`config.mk`:
```
export PLATFORM = sky130hd
export DESIGN_NAME = cpu_mem_arbiter
export DESIGN_NICKNAME = d
export VERILOG_FILES = /design/src/rtl/cpu_mem_pkg.sv /design/src/rtl/mem_arb_streak.sv /design/src/rtl/cpu_mem_arbiter.sv
export SDC_FILE = /design/constraint.sdc
export NUM_CORES = 1
export LEC_CHECK = 0
export CAP_MARGIN = 20
export CORE_MARGIN = 2
export CORE_UTILIZATION = 52
export DETAILED_ROUTE_END_ITERATION = 6
export DONT_BUFFER_PORTS = 1
export HOLD_SLACK_MARGIN = 0.02
export PLACE_DENSITY = 0.69
export SYNTH_ARGS = -nofsm -noshare
export SYNTH_HDL_FRONTEND = slang
export SYNTH_HIERARCHICAL = 1
export SYNTH_SLANG_ARGS = --single-unit
```
`constraint.sdc`:
```
create_clock -name clk -period 4.8 [get_ports clk]
set_input_delay 0.96 -clock clk [delete_from_list [all_inputs] [get_ports clk]]
set_output_delay 0.96 -clock clk [all_outputs]
set_load 0.005 [all_outputs]
```
`src/rtl/cpu_mem_pkg.sv`:
```
// Shared types for the CPU/memory arbiter: default widths, FSM states and grant owners.
package cpu_mem_pkg;

   localparam int DEF_ADDR_W = 32;
   localparam int DEF_DATA_W = 32;

   typedef enum logic [1:0] {
      ST_IDLE  = 2'd0,
      ST_ISSUE = 2'd1,
      ST_WAIT  = 2'd2,
      ST_RESP  = 2'd3
   } state_e;

   typedef enum logic {
      GNT_IF = 1'b0,
      GNT_D  = 1'b1
   } gnt_e;

endpackage

```
`src/rtl/mem_arb_streak.sv`:
```
// Winner select between fetch and data ports, with a saturating count of back-to-back
// data grants so fetch cannot be starved.
module mem_arb_streak #(
   parameter int MAX_DSTREAK = 4
) (
   input  logic clk,
   input  logic reset,
   input  logic i_if_req,
   input  logic i_d_req,
   input  logic i_grant,
   output logic o_win_d
);

   localparam int SW = $clog2(MAX_DSTREAK + 1);
   localparam logic [SW-1:0] SMAX = SW'(MAX_DSTREAK);

   logic [SW-1:0] r_streak;
   logic          w_force_if;

   always_comb begin
      w_force_if = (r_streak == SMAX) && i_if_req;
      o_win_d    = i_d_req && !w_force_if;
   end

   always_ff @(posedge clk) begin
      if (reset) begin
         r_streak <= '0;
      end else if (i_grant) begin
         if (!o_win_d)
            r_streak <= '0;
         else if (r_streak != SMAX)
            r_streak <= r_streak + 1'b1;
      end
   end

endmodule

```
`src/rtl/cpu_mem_arbiter.sv`:
```
// Single-port memory arbiter between CPU fetch (IF) and load/store (D): one access per
// grant, fixed read latency, registered one-cycle completion pulses.
module cpu_mem_arbiter
   import cpu_mem_pkg::*;
#(
   parameter int ADDR_W      = DEF_ADDR_W,
   parameter int DATA_W      = DEF_DATA_W,
   parameter int MEM_LAT     = 1,
   parameter int MAX_DSTREAK = 4
) (
   input  logic                clk,
   input  logic                reset,
   input  logic                halt,
   input  logic                if_req,
   input  logic [ADDR_W-1:0]   if_addr,
   output logic [DATA_W-1:0]   if_rdata,
   output logic                if_valid,
   input  logic                d_req,
   input  logic                d_we,
   input  logic [DATA_W/8-1:0] d_be,
   input  logic [ADDR_W-1:0]   d_addr,
   input  logic [DATA_W-1:0]   d_wdata,
   output logic [DATA_W-1:0]   d_rdata,
   output logic                d_valid,
   output logic                mem_en,
   output logic                mem_we,
   output logic [DATA_W/8-1:0] mem_be,
   output logic [ADDR_W-1:0]   mem_addr,
   output logic [DATA_W-1:0]   mem_wdata,
   input  logic [DATA_W-1:0]   mem_rdata,
   output logic                busy
);

   localparam int BE_W = DATA_W / 8;
   localparam logic [2:0] LAT_M1 = 3'(MEM_LAT - 1);

   state_e            r_state, w_state;
   gnt_e              r_own, w_own;
   logic [2:0]        r_cnt, w_cnt;
   logic              r_mem_en, w_mem_en;
   logic              r_mem_we, w_mem_we;
   logic [BE_W-1:0]   r_mem_be, w_mem_be;
   logic [ADDR_W-1:0] r_mem_addr, w_mem_addr;
   logic [DATA_W-1:0] r_mem_wdata, w_mem_wdata;
   logic [DATA_W-1:0] r_if_rdata, w_if_rdata;
   logic              r_if_valid, w_if_valid;
   logic [DATA_W-1:0] r_d_rdata, w_d_rdata;
   logic              r_d_valid, w_d_valid;
   logic              r_busy;
   logic              w_grant;
   logic              w_win_d;

   mem_arb_streak #(
      .MAX_DSTREAK (MAX_DSTREAK)
   ) u_streak (
      .clk      (clk),
      .reset    (reset),
      .i_if_req (if_req),
      .i_d_req  (d_req),
      .i_grant  (w_grant),
      .o_win_d  (w_win_d)
   );

   // Next-state and next-output logic; every output is registered from these values.
   always_comb begin
      w_state     = r_state;
      w_own       = r_own;
      w_cnt       = r_cnt;
      w_grant     = 1'b0;
      w_mem_en    = 1'b0;
      w_mem_we    = 1'b0;
      w_mem_be    = r_mem_be;
      w_mem_addr  = r_mem_addr;
      w_mem_wdata = r_mem_wdata;
      w_if_rdata  = r_if_rdata;
      w_if_valid  = 1'b0;
      w_d_rdata   = r_d_rdata;
      w_d_valid   = 1'b0;
      case (r_state)
         ST_IDLE: begin
            if (!halt && (if_req || d_req)) begin
               w_grant  = 1'b1;
               w_state  = ST_ISSUE;
               w_mem_en = 1'b1;
               if (w_win_d) begin
                  w_own       = GNT_D;
                  w_mem_we    = d_we;
                  w_mem_be    = d_be;
                  w_mem_addr  = d_addr;
                  w_mem_wdata = d_wdata;
               end else begin
                  w_own      = GNT_IF;
                  w_mem_be   = '1;
                  w_mem_addr = if_addr;
               end
            end
         end
         ST_ISSUE: begin
            w_state = ST_WAIT;
            w_cnt   = LAT_M1;
         end
         ST_WAIT: begin
            // Last wait cycle is exactly when the memory presents the read word.
            if (r_cnt == 3'd0) begin
               w_state = ST_RESP;
               if (r_own == GNT_D) begin
                  w_d_rdata = mem_rdata;
                  w_d_valid = 1'b1;
               end else begin
                  w_if_rdata = mem_rdata;
                  w_if_valid = 1'b1;
               end
            end else begin
               w_cnt = r_cnt - 3'd1;
            end
         end
         ST_RESP: w_state = ST_IDLE;
         default: w_state = ST_IDLE;
      endcase
   end

   always_ff @(posedge clk) begin
      if (reset) begin
         r_state     <= ST_IDLE;
         r_own       <= GNT_IF;
         r_cnt       <= 3'd0;
         r_mem_en    <= 1'b0;
         r_mem_we    <= 1'b0;
         r_mem_be    <= '0;
         r_mem_addr  <= '0;
         r_mem_wdata <= '0;
         r_if_rdata  <= '0;
         r_if_valid  <= 1'b0;
         r_d_rdata   <= '0;
         r_d_valid   <= 1'b0;
         r_busy      <= 1'b0;
      end else begin
         r_state     <= w_state;
         r_own       <= w_own;
         r_cnt       <= w_cnt;
         r_mem_en    <= w_mem_en;
         r_mem_we    <= w_mem_we;
         r_mem_be    <= w_mem_be;
         r_mem_addr  <= w_mem_addr;
         r_mem_wdata <= w_mem_wdata;
         r_if_rdata  <= w_if_rdata;
         r_if_valid  <= w_if_valid;
         r_d_rdata   <= w_d_rdata;
         r_d_valid   <= w_d_valid;
         r_busy      <= (w_state != ST_IDLE);
      end
   end

   assign mem_en    = r_mem_en;
   assign mem_we    = r_mem_we;
   assign mem_be    = r_mem_be;
   assign mem_addr  = r_mem_addr;
   assign mem_wdata = r_mem_wdata;
   assign if_rdata  = r_if_rdata;
   assign if_valid  = r_if_valid;
   assign d_rdata   = r_d_rdata;
   assign d_valid   = r_d_valid;
   assign busy      = r_busy;

endmodule

```
==> reports/metrics.yaml <==
job:
  maxCapViolCount: 0
floorplan:
  die_x_um: 112
  row_count: 39
  die_y_um: 112
  initial_core_util_pct: 53.1
  pin_count: 275
  core-area_mm2: 0.0114
  die-area_mm2: 0.0125
timing:
  setup_ws_ns: 2.31
  clock_skew_ns: 0.0150
  tns_ns: 0
  setup_violations: 0
  tightest_slew_ns: 1.12
  slew_viol_final: 0
  relSlewSlack_pct: 25.5
  rsz0062_at_grt: "false"
  min_period_over_period_pct: 51.8
  hold_viol: 0
  period_needed_ns: 2.49
  fmax_mhz: 402
synthesis:
  syn-num-nets: 820
  yosysMostFrequentCell: "dfxtp_1"
  yosys_most_used_dff: "dfxtp_1"
  synth_edf_count: 0
  yosysTopAreaCell: "dfxtp_1"
  synth.distinct_cells: 35
  syn_area_mm2: 0.00606
  ys_ff_latch: 146
  netlist_instances: 674
  ys_seq_area_share_pct: 48.2
  synth_top_cells_by_area: "dfxtp_1 (48%), a21oi_1 (11%), nand2_1 (8.0%)"
  async_reset_ff_share_pct: 0
  ys_top_cells_by_count: "dfxtp_1 (146), a21oi_1 (136), nand2_1 (130), mux2i_1 (33)"
  syn_avg_cell_area_um2: 9.00
  yosysTopAreaCellShare_pct: 48.2
  ys_warn_count: 6
place:
  place_ws_ns: 2.06
  gp_congestion: 0.801
  port_buffers: 0
  dpl_cell_area_mm2: 0.00598
  dpl.hpwl_um: 9430
setup_path:
  worstPathMaxFanout: 33
  worstPathArrival_ns: 2.78
  crit_type: "reg2reg"
  r2r-start: "u_streak/r_streak[0]"
  end_kind: "flip-flop"
  crit_required_ns: 5.09
  reg2reg_depth: 7
  cp-start-kind: "flip-flop"
  reg2reg_slack_ns: 2.31
  r2r-end: "mem_wdata[20]"
final_layout:
  area_growth_pct: 8.60
  drive_gt1_share_pct: 12.1
  fill_cells: 970
  regArea_mm2: 0.00292
  n_antenna_cell: 0
  multi_input_area_mm2: 0.00272
  fin_area_mm2: 0.00659
  layout.nets: 780
power_and_ir_drop:
  pwr-share-seq_pct: 41.8
  p_switching_mw: 1.22
  p_per_area_mw_per_mm2: 563
  pwr-share-clk_pct: 36.2
  peakVddDrop_v: 0.000382
  p_leak_nw: 2.28
  combinationalPowerShare_pct: 22.0
  finalPower_mw: 3.71
  internal_power_mw: 2.49
  sw_frac_of_total_pct: 32.9
global_route:
  antenna_found_initial: 0
  grt_pass1_vias: 4530
  track_usage_pct: 22.5
  grt_start_max_net_pins: 147
  grt_overflow: 0
  grt_pass1_wl_um: 23000
clock_tree:
  cts-htree-levels: 4
  ctsResizeCount: 0
  path_clk_slew_ns: 0.06
  ctsRootBufferMaster: "clkbuf_16"
  clkLatencyLatePin_ns: 0.41
  cts.sinks: 146
  cts_made_buffers: 17
  cts_tree: "yes"
  post-cts-setup-buffer-count: 0
  cts_hold_buffers: 0
  cts_buffer_depth: 2
detailed_routing:
  via_count: 4769
  drt.antenna.violating_nets: 0
  drcViolationCount: 0
  totalWireLength_um: 14500
  met2WireLength_um: 7330
  viasPerCell: 6.04
  wire_per_inst_um: 18.4
  wl_met1_um: 5570
  drt_iter0_drc: 442
  firstDrtPassIters: 5
  highest_layer: "met4"
  wl_met3_um: 1370
hold_path:
  whs_path_depth: 2
  whs_endpoint: "r_cnt[0]"
  hold_path.class: "reg2reg"
  holdCritStartpoint: "r_cnt[0]"
run_status:
  outcome: "completed"
per-stage QoR:
| stage | util [%] | hold slack, ns | std cells |
|---|---|---|---|
| floorplan | - | 0.444 | 674 |
| detailed placement | 52.4 | 0.456 | 758 |
| global placement | 52.0 | 0.447 | 756 |
| CTS | 57.7 | 0.464 | 790 |
| finish | 57.7 | 0.463 | 790 |
| global route | 57.7 | 0.481 | 790 |
final cells by class:
class                      count  area share [%]
timing repair buffer           9            1.44
multi-input combinational    444            41.3
clock inverter                15            2.75
inverter                      16           0.950
sequential                   146            44.4
tap                          143            2.72
clock buffer                  17            6.46
flip-flops by register name (all words and copies together) (netlist names):
register and count:
busy 1, d_rdata 32, d_valid 1, if_rdata 32, if_valid 1, mem_addr 32, mem_be 4, mem_en 1
mem_wdata 32, mem_we 1, r_cnt 3, r_own 1, r_state 2, u_streak/r_streak 3
power groups by stage:
stage / Sequential, mW / Combinational (mW) / Clock, mW
finish: 1.55 / 0.817 / 1.34
detailed placement: 1.58 / 0.821 / 0
CTS: 1.55 / 0.823 / 1.37
global placement: 1.57 / 0.757 / 0
floorplan: 1.53 / 0.725 / 0
global route: 1.57 / 0.909 / 1.42
critical path, stage by stage, from the launching register on:
cell and delay, ns:
dfxtp_1 0.33, inv_1 0.06, ha_1 0.28, a31oi_4 0.21, buf_4 0.39, inv_1 0.54, o31ai_1 0.43, a21oi_1 0.11
metal layers:
metal | GRT usage, % | vias up
met5 | 0 | -
met4 | 9.76 | 0
met3 | 8.06 | 18
met2 | 36.9 | 199
met1 | 26.7 | 2245
li1 | - | 2307
cell families after synthesis:
| logic type | share of synthesized area, % |
|---|---|
| AOI/OAI and AO/OA | 23.5 |
| and+or+nand+nor | 13.8 |
| DFF | 48.2 |
| buffers and inverters | 7.24 |
| muxes | 5.63 |
| adders and majority gates | 1.65 |
layout by cell type (no fill, tap or decap), types with 2 or more instances in the layout:
master	instances
inv_1	15
a211oi_2	29
nand2_1	130
nor3b_1	2
a311oi_1	4
nand2b_1	5
a211oi_1	4
nor2_1	7
nand4_1	32
nand3_1	4
buf_4	7
ha_1	7
o31ai_1	32
a31oi_1	3
inv_6	3
nand4b_1	2
a21oi_1	136
bufinv_16	3
clkinv_2	3
clkinv_4	4
clkbuf_16	17
mux2i_1	33
clkinvlp_4	2
dfxtp_1	146
worst max path at each step:
stage,to,start,slack [ns],cells after the start
6_report,mem_wdata[20],u_streak/r_streak[0],2.31,7
4_1_cts,mem_wdata[20],u_streak/r_streak[1],2.31,7
3_5_place_dp,mem_wdata[20],d_req,2.06,6
5_1_grt,mem_wdata[20],u_streak/r_streak[0],2.12,7
2_1_floorplan,u_streak/r_streak[0],halt,2.70,8
3_3_place_gp,mem_wdata[8],d_req,2.20,6
(Power assumes the default switching activity.)
